`src/rtl/fetch_replay_pkg.sv`:
```
// common -- shared types for the fetch/replay front end.
//   pc_t    : 32-bit instruction address
//   state_t : fetch FSM states (RUN, MISS_WAIT, EXC)
package common;

   typedef logic [31:0] pc_t;

   typedef enum logic [1:0] {
      RUN,
      MISS_WAIT,
      EXC
   } state_t;

endpackage

```
`src/rtl/fetch_replay_sat_counter.sv`:
```
// sat_counter -- saturating up-counter.
// Ports:
//   clk   : clock
//   clear : synchronous clear (wins over inc)
//   inc   : increment request; ignored once the count is all-ones
//   count : current count, registered
module sat_counter #(
   parameter int unsigned WIDTH = 16
) (
   input  logic             clk,
   input  logic             clear,
   input  logic             inc,
   output logic [WIDTH-1:0] count
);

   always_ff @(posedge clk) begin
      if (clear) begin
         count <= '0;
      end else if (inc && (count != '1)) begin
         count <= count + 1'b1;
      end
   end

endmodule

```
`src/rtl/fetch_replay.sv`:
```
// fetch_replay -- instruction fetch PC sequencer with hazard replay,
// I-cache miss wait and I-TLB exception handoff.
// Ports:
//   clk, rst       : clock, synchronous active-high reset
//   isvalid        : hazard verdict on the instruction fetched last cycle (0 = replay)
//   itlb_miss      : I-TLB miss on the current fetch
//   icache_miss    : I-cache miss on the current fetch
//   icache_ready   : I-cache fill complete
//   branch_taken   : redirect request, branch_target = redirect address
//   stall_ext      : downstream stall, hold PC
//   exc_ack        : exception handler has taken exc_pc
//   fetch_pc/req   : current fetch address and valid
//   exc_valid/pc   : pending I-TLB exception and faulting PC
//   replay_cnt     : saturating count of replays
module fetch_replay
   import common::*;
#(
   parameter pc_t RESET_PC   = 32'h0000_1000,
   parameter pc_t EXC_VECTOR = 32'h0000_2000
) (
   input  logic        clk,
   input  logic        rst,
   input  logic        isvalid,
   input  logic        itlb_miss,
   input  logic        icache_miss,
   input  logic        icache_ready,
   input  logic        branch_taken,
   input  logic [31:0] branch_target,
   input  logic        stall_ext,
   input  logic        exc_ack,
   output logic [31:0] fetch_pc,
   output logic        fetch_req,
   output logic        exc_valid,
   output logic [31:0] exc_pc,
   output logic [15:0] replay_cnt
);

   state_t state, state_n;
   pc_t    pc_n;
   pc_t    exc_pc_n;
   pc_t    last_pc, last_pc_n;
   logic   req_n;
   logic   exc_valid_n;
   logic   inflight, inflight_n;
   logic   replay_inc;

   // inflight: an ordinary fetch was issued last cycle, so isvalid carries a
   // real verdict. Cleared after reset, miss/exception exit and redirects.
   always_ff @(posedge clk) begin
      if (rst) begin
         state     <= RUN;
         fetch_pc  <= RESET_PC;
         fetch_req <= 1'b0;
         exc_valid <= 1'b0;
         exc_pc    <= '0;
         last_pc   <= RESET_PC;
         inflight  <= 1'b0;
      end else begin
         state     <= state_n;
         fetch_pc  <= pc_n;
         fetch_req <= req_n;
         exc_valid <= exc_valid_n;
         exc_pc    <= exc_pc_n;
         last_pc   <= last_pc_n;
         inflight  <= inflight_n;
      end
   end

   always_comb begin
      state_n     = state;
      pc_n        = fetch_pc;
      req_n       = fetch_req;
      exc_valid_n = exc_valid;
      exc_pc_n    = exc_pc;
      last_pc_n   = last_pc;
      inflight_n  = inflight;
      replay_inc  = 1'b0;

      if (fetch_req && !stall_ext) begin
         last_pc_n = fetch_pc;
      end

      unique case (state)
         RUN: begin
            if (!fetch_req) begin
               // Only reachable right after reset: issue RESET_PC.
               if (!stall_ext) begin
                  req_n = 1'b1;
               end
               inflight_n = 1'b0;
            end else if (itlb_miss) begin
               state_n     = EXC;
               exc_valid_n = 1'b1;
               exc_pc_n    = fetch_pc;
               req_n       = 1'b0;
               inflight_n  = 1'b0;
            end else if (icache_miss) begin
               state_n    = MISS_WAIT;
               req_n      = 1'b0;
               inflight_n = 1'b0;
            end else if (branch_taken) begin
               pc_n       = branch_target;
               inflight_n = 1'b0;
            end else if (inflight && !isvalid) begin
               pc_n       = last_pc;
               replay_inc = 1'b1;
               inflight_n = 1'b1;
            end else if (stall_ext) begin
               inflight_n = 1'b1;
            end else begin
               pc_n       = fetch_pc + 32'd4;
               inflight_n = 1'b1;
            end
         end
         MISS_WAIT: begin
            if (icache_ready) begin
               state_n    = RUN;
               req_n      = 1'b1;
               inflight_n = 1'b0;
            end
         end
         EXC: begin
            if (exc_ack) begin
               state_n     = RUN;
               exc_valid_n = 1'b0;
               pc_n        = EXC_VECTOR;
               req_n       = 1'b1;
               inflight_n  = 1'b0;
            end
         end
         default: begin
            state_n = RUN;
         end
      endcase
   end

   sat_counter #(
      .WIDTH(16)
   ) u_replay_cnt (
      .clk   (clk),
      .clear (rst),
      .inc   (replay_inc),
      .count (replay_cnt)
   );

endmodule
```
`config.mk`:
```
export PLATFORM = sky130hd
export DESIGN_NAME = fetch_replay
export DESIGN_NICKNAME = d
export VERILOG_FILES = /design/src/rtl/fetch_replay_pkg.sv /design/src/rtl/fetch_replay_sat_counter.sv /design/src/rtl/fetch_replay.sv
export SDC_FILE = /design/constraint.sdc
export NUM_CORES = 1
export LEC_CHECK = 0
export CAP_MARGIN = 20
export CORE_MARGIN = 2
export CORE_UTILIZATION = 50
export CTS_CLUSTER_DIAMETER = 40
export CTS_CLUSTER_SIZE = 8
export DETAILED_ROUTE_END_ITERATION = 8
export PLACE_DENSITY = 0.78
export SYNTH_ARGS = -nofsm -noshare
export SYNTH_HDL_FRONTEND = slang
export SYNTH_SLANG_ARGS = --single-unit
```
`constraint.sdc`:
```
create_clock -name clk -period 2.9 [get_ports clk]
set_input_delay 0.58 -clock clk [delete_from_list [all_inputs] [get_ports clk]]
set_output_delay 0.58 -clock clk [all_outputs]
set_load 0.01 [all_outputs]
```
==> impl_results.md <==
- Outcome: finished, final reports clean
- Max VDD drop: 422 uV
- Final hold violation count: 0
- Ports: roughly 120
- Initial core utilization: 0.513
- Max_slew headroom: 0.348
- First-pass DRT Iterations: 7
- Setup crit end: fetch_pc[11]$_SDFFE_PP0P_
- Clock Root Buffer: clkbuf_16
- Vias: about 6300
- Synth top area share: 0.398
- Clk buf depth: 2
- Worst-path clk slew: ~0.050 ns
- Reg2reg path depth: 6
- Storage element area: 2340 um^2
- Slew @ Worst Pin: roughly 0.97 ns
- DP Wirelength: 13.0 mm
- Num CTS Buffers: 17
- WL/cell: roughly 18 um
- Crit path DAT: approximately 2.7 ns
- Commonest cells after routing, fill and taps aside: nand2_1, clkdlybuf4s50_1, dfxtp_1
- Leak pwr: approximately 2.7 nW
- CP max FO: 9
- Antenna-violating nets left: 0
- CP Launch Type: register
- Hold crit path type: register to register
- Worst flop-to-flop path endpoint: fetch_pc[11]$_SDFFE_PP0P_
- Most common cell after layout, fill and taps aside: nand2_1
- Number of port buffers: between 100 and 150
- NumNets Final: 940
- Pin count of the biggest net entering global routing: 93
- Antenna diode count: 0
- RD Place Congestion: about 0.95
- Placed Cells incl. Taps: roughly 1000
- Yosys reg bits: 117
- Die area: between 10000 and 15000 um^2
- Largest cells by area after synthesis: dfxtp_1, nand2_1, a21oi_1
- Post_cts resized: 0
- Remaining DRCs: 0
- CTS tree: built
- 1st-iter DRT viols: 627
- Core area: roughly 11000 um^2
- Asr flop ratio synth: 0
- Pins Over Slew Limit: 0
- Area Growth Syn to Fin: 33.7%
- Syn Inst Count: 782
- Synth Flop Type: dfxtp_1
- Layout cell share with drive strength beyond 1: 0.0820
- Setup violators final: 0
- Max cap viols: 0
- # fillers: approximately 970
- Total gr overflow: 0
- Number of flops mapped to enable cells by yosys: 0
- Clock latency on the worst-skew pair: between 0.4 and 0.5 ns
- Cell area after synthesis: between 5000 and 6000 um^2
- Mapped Nets: roughly 830
- Rows: 39
- Initial antenna violation count: 0
- Sequential-to-total area share from yosys stat: 0.398
- Final core occ: 0.686
- # Post-CTS Setup Buffers: 0
- Worst reg-to-reg setup slack: 0.51 ns
- Cell variety after synth: between 60 and 70
- Final std cells w/o fill: approximately 1000
- Die Span Y: 112 um
- Fin Setup TNS: 0 ns
- Synth area leader: dfxtp_1
- Yosys Warn Count: 0
- Gr usage total: 0.303
- Worst clock skew: 0.00681 ns
- H-tree Lvls: 4
- Achievable clock frequency: about 0.42 GHz
- Final wirelength: between 15 and 20 mm
- CP required: between 3 and 4 ns
- Multi-input gate area: 3230 um^2
- # hold bufs at CTS: 0
- CP endpoint kind: register
- Unrepaired setup endpoints after global routing: false
- Routed vias/inst: around 6
- CTS Sinks: around 120
- Worst Setup SP: state[0]$_SDFFE_PP0P_
- Vias in the first global route: 6065
- Avg Cell Area, Syn: ~7.5 um^2
- Tmin final: approximately 2.4 ns
- Period Utilization, post-route: 0.824
- Worst Setup Path Type: register to register
- First-pass GRT wire length: roughly 31 mm
- PD cells: about 530 nW/um^2
- Worst r2r src: state[0]$_SDFFE_PP0P_
- Die Width: 112 um
-- cell families (layout without fill, tap and decap cells) --
| family | Yosys count | count (layout) | synth area share |
|---|---|---|---|
| flops | 117 | 117 | 0.398 |
| mux | 7 | 7 | 0.0121 |
| buf+inv | 81 | 201 | 0.0538 |
| simple gates | 353 | 353 | 0.277 |
| compound gates | 200 | 200 | 0.220 |
| fa+ha+maj | 6 | 6 | 0.0128 |
| xor+xnor | 18 | 18 | 0.0268 |
-- worst min path at each step --
stage	cells past startpoint	startpoint	endpoint	slack [ns]
after CTS	2	exc_pc[11]$_SDFFE_PP0P_	exc_pc[11]$_SDFFE_PP0P_	0.45
after floorplan	2	last_pc[27]$_SDFFE_PP0P_	last_pc[27]$_SDFFE_PP0P_	0.43
final	2	exc_pc[2]$_SDFFE_PP0P_	exc_pc[2]$_SDFFE_PP0P_	0.45
after global placement	2	last_pc[17]$_SDFFE_PP0P_	last_pc[17]$_SDFFE_PP0P_	0.44
after detailed placement	2	exc_pc[11]$_SDFFE_PP0P_	exc_pc[11]$_SDFFE_PP0P_	0.45
after global routing	2	last_pc[10]$_SDFFE_PP0P_	last_pc[10]$_SDFFE_PP0P_	0.46
-- power breakdown --
part	internal (W)	switching [W]
clock network	0.00126	0.000689
registers	0.00164	0.0000461
logic	0.000211	0.000303
total	0.00311	0.00104
-- metal layers --
metal  GRT usage  vias to the layer above  share of wire
met4      0.0951                        0          0.013
met5           0                        -              0
li1            -                     2987              -
met1       0.399                     2979           0.41
met3      0.0729                       25           0.10
met2       0.496                      343           0.48
-- registers in the layout, indices dropped and copies added (netlist names) --
signal / flops
exc_pc: 32
exc_valid: 1
fetch_pc: 32
fetch_req: 1
inflight: 1
last_pc: 32
state: 2
u_replay_cnt.count: 16
-- stage by stage --
step | worst slack, ns | hold slack, ns | area [um^2] | total power (W)
after floorplan | 0.775 | 0.432 | 5890 | 0.00198
after global placement | 0.282 | 0.439 | 7320 | 0.00221
after detailed placement | 0.189 | 0.448 | 7320 | 0.00222
after CTS | 0.533 | 0.455 | 7870 | 0.00416
after global routing | 0.391 | 0.461 | 7870 | 0.00429
final | 0.509 | 0.452 | 7870 | 0.00415
-- critical path: stages (launching register included) --
cell	delay (ns)
dfxtp_1	0.36
inv_1	0.10
ha_1	0.38
nor2b_1	0.33
a211oi_1	0.10
nor2_1	0.76
a221o_1	0.30
-- final cells by class --
cell class / count / area share
clock buffer: 23 / 0.0633
clock inverter: 5 / 0.00636
inverter: 18 / 0.00859
multi-input combinational: 584 / 0.411
sequential: 117 / 0.298
tap: 143 / 0.0227
timing repair buffer: 155 / 0.191
-- Yosys cell counts (6+ instances only) --
cell and number:
nor4_1 10, nand2_1 177, a211oi_1 12, o2bb2ai_1 6, nor3_1 18, dfxtp_1 117
mux2i_1 6, a21oi_1 88, buf_2 6, nand3_1 25, ha_1 6, nand4_1 19
a22o_1 6, o32ai_1 7, clkbuf_1 50, nand2b_1 9, inv_1 18, nor2_1 53
o21ai_0 25, xnor2_1 13, and3_1 9, a21o_1 6
No activity file was read; power rests on OpenSTA's default activity.
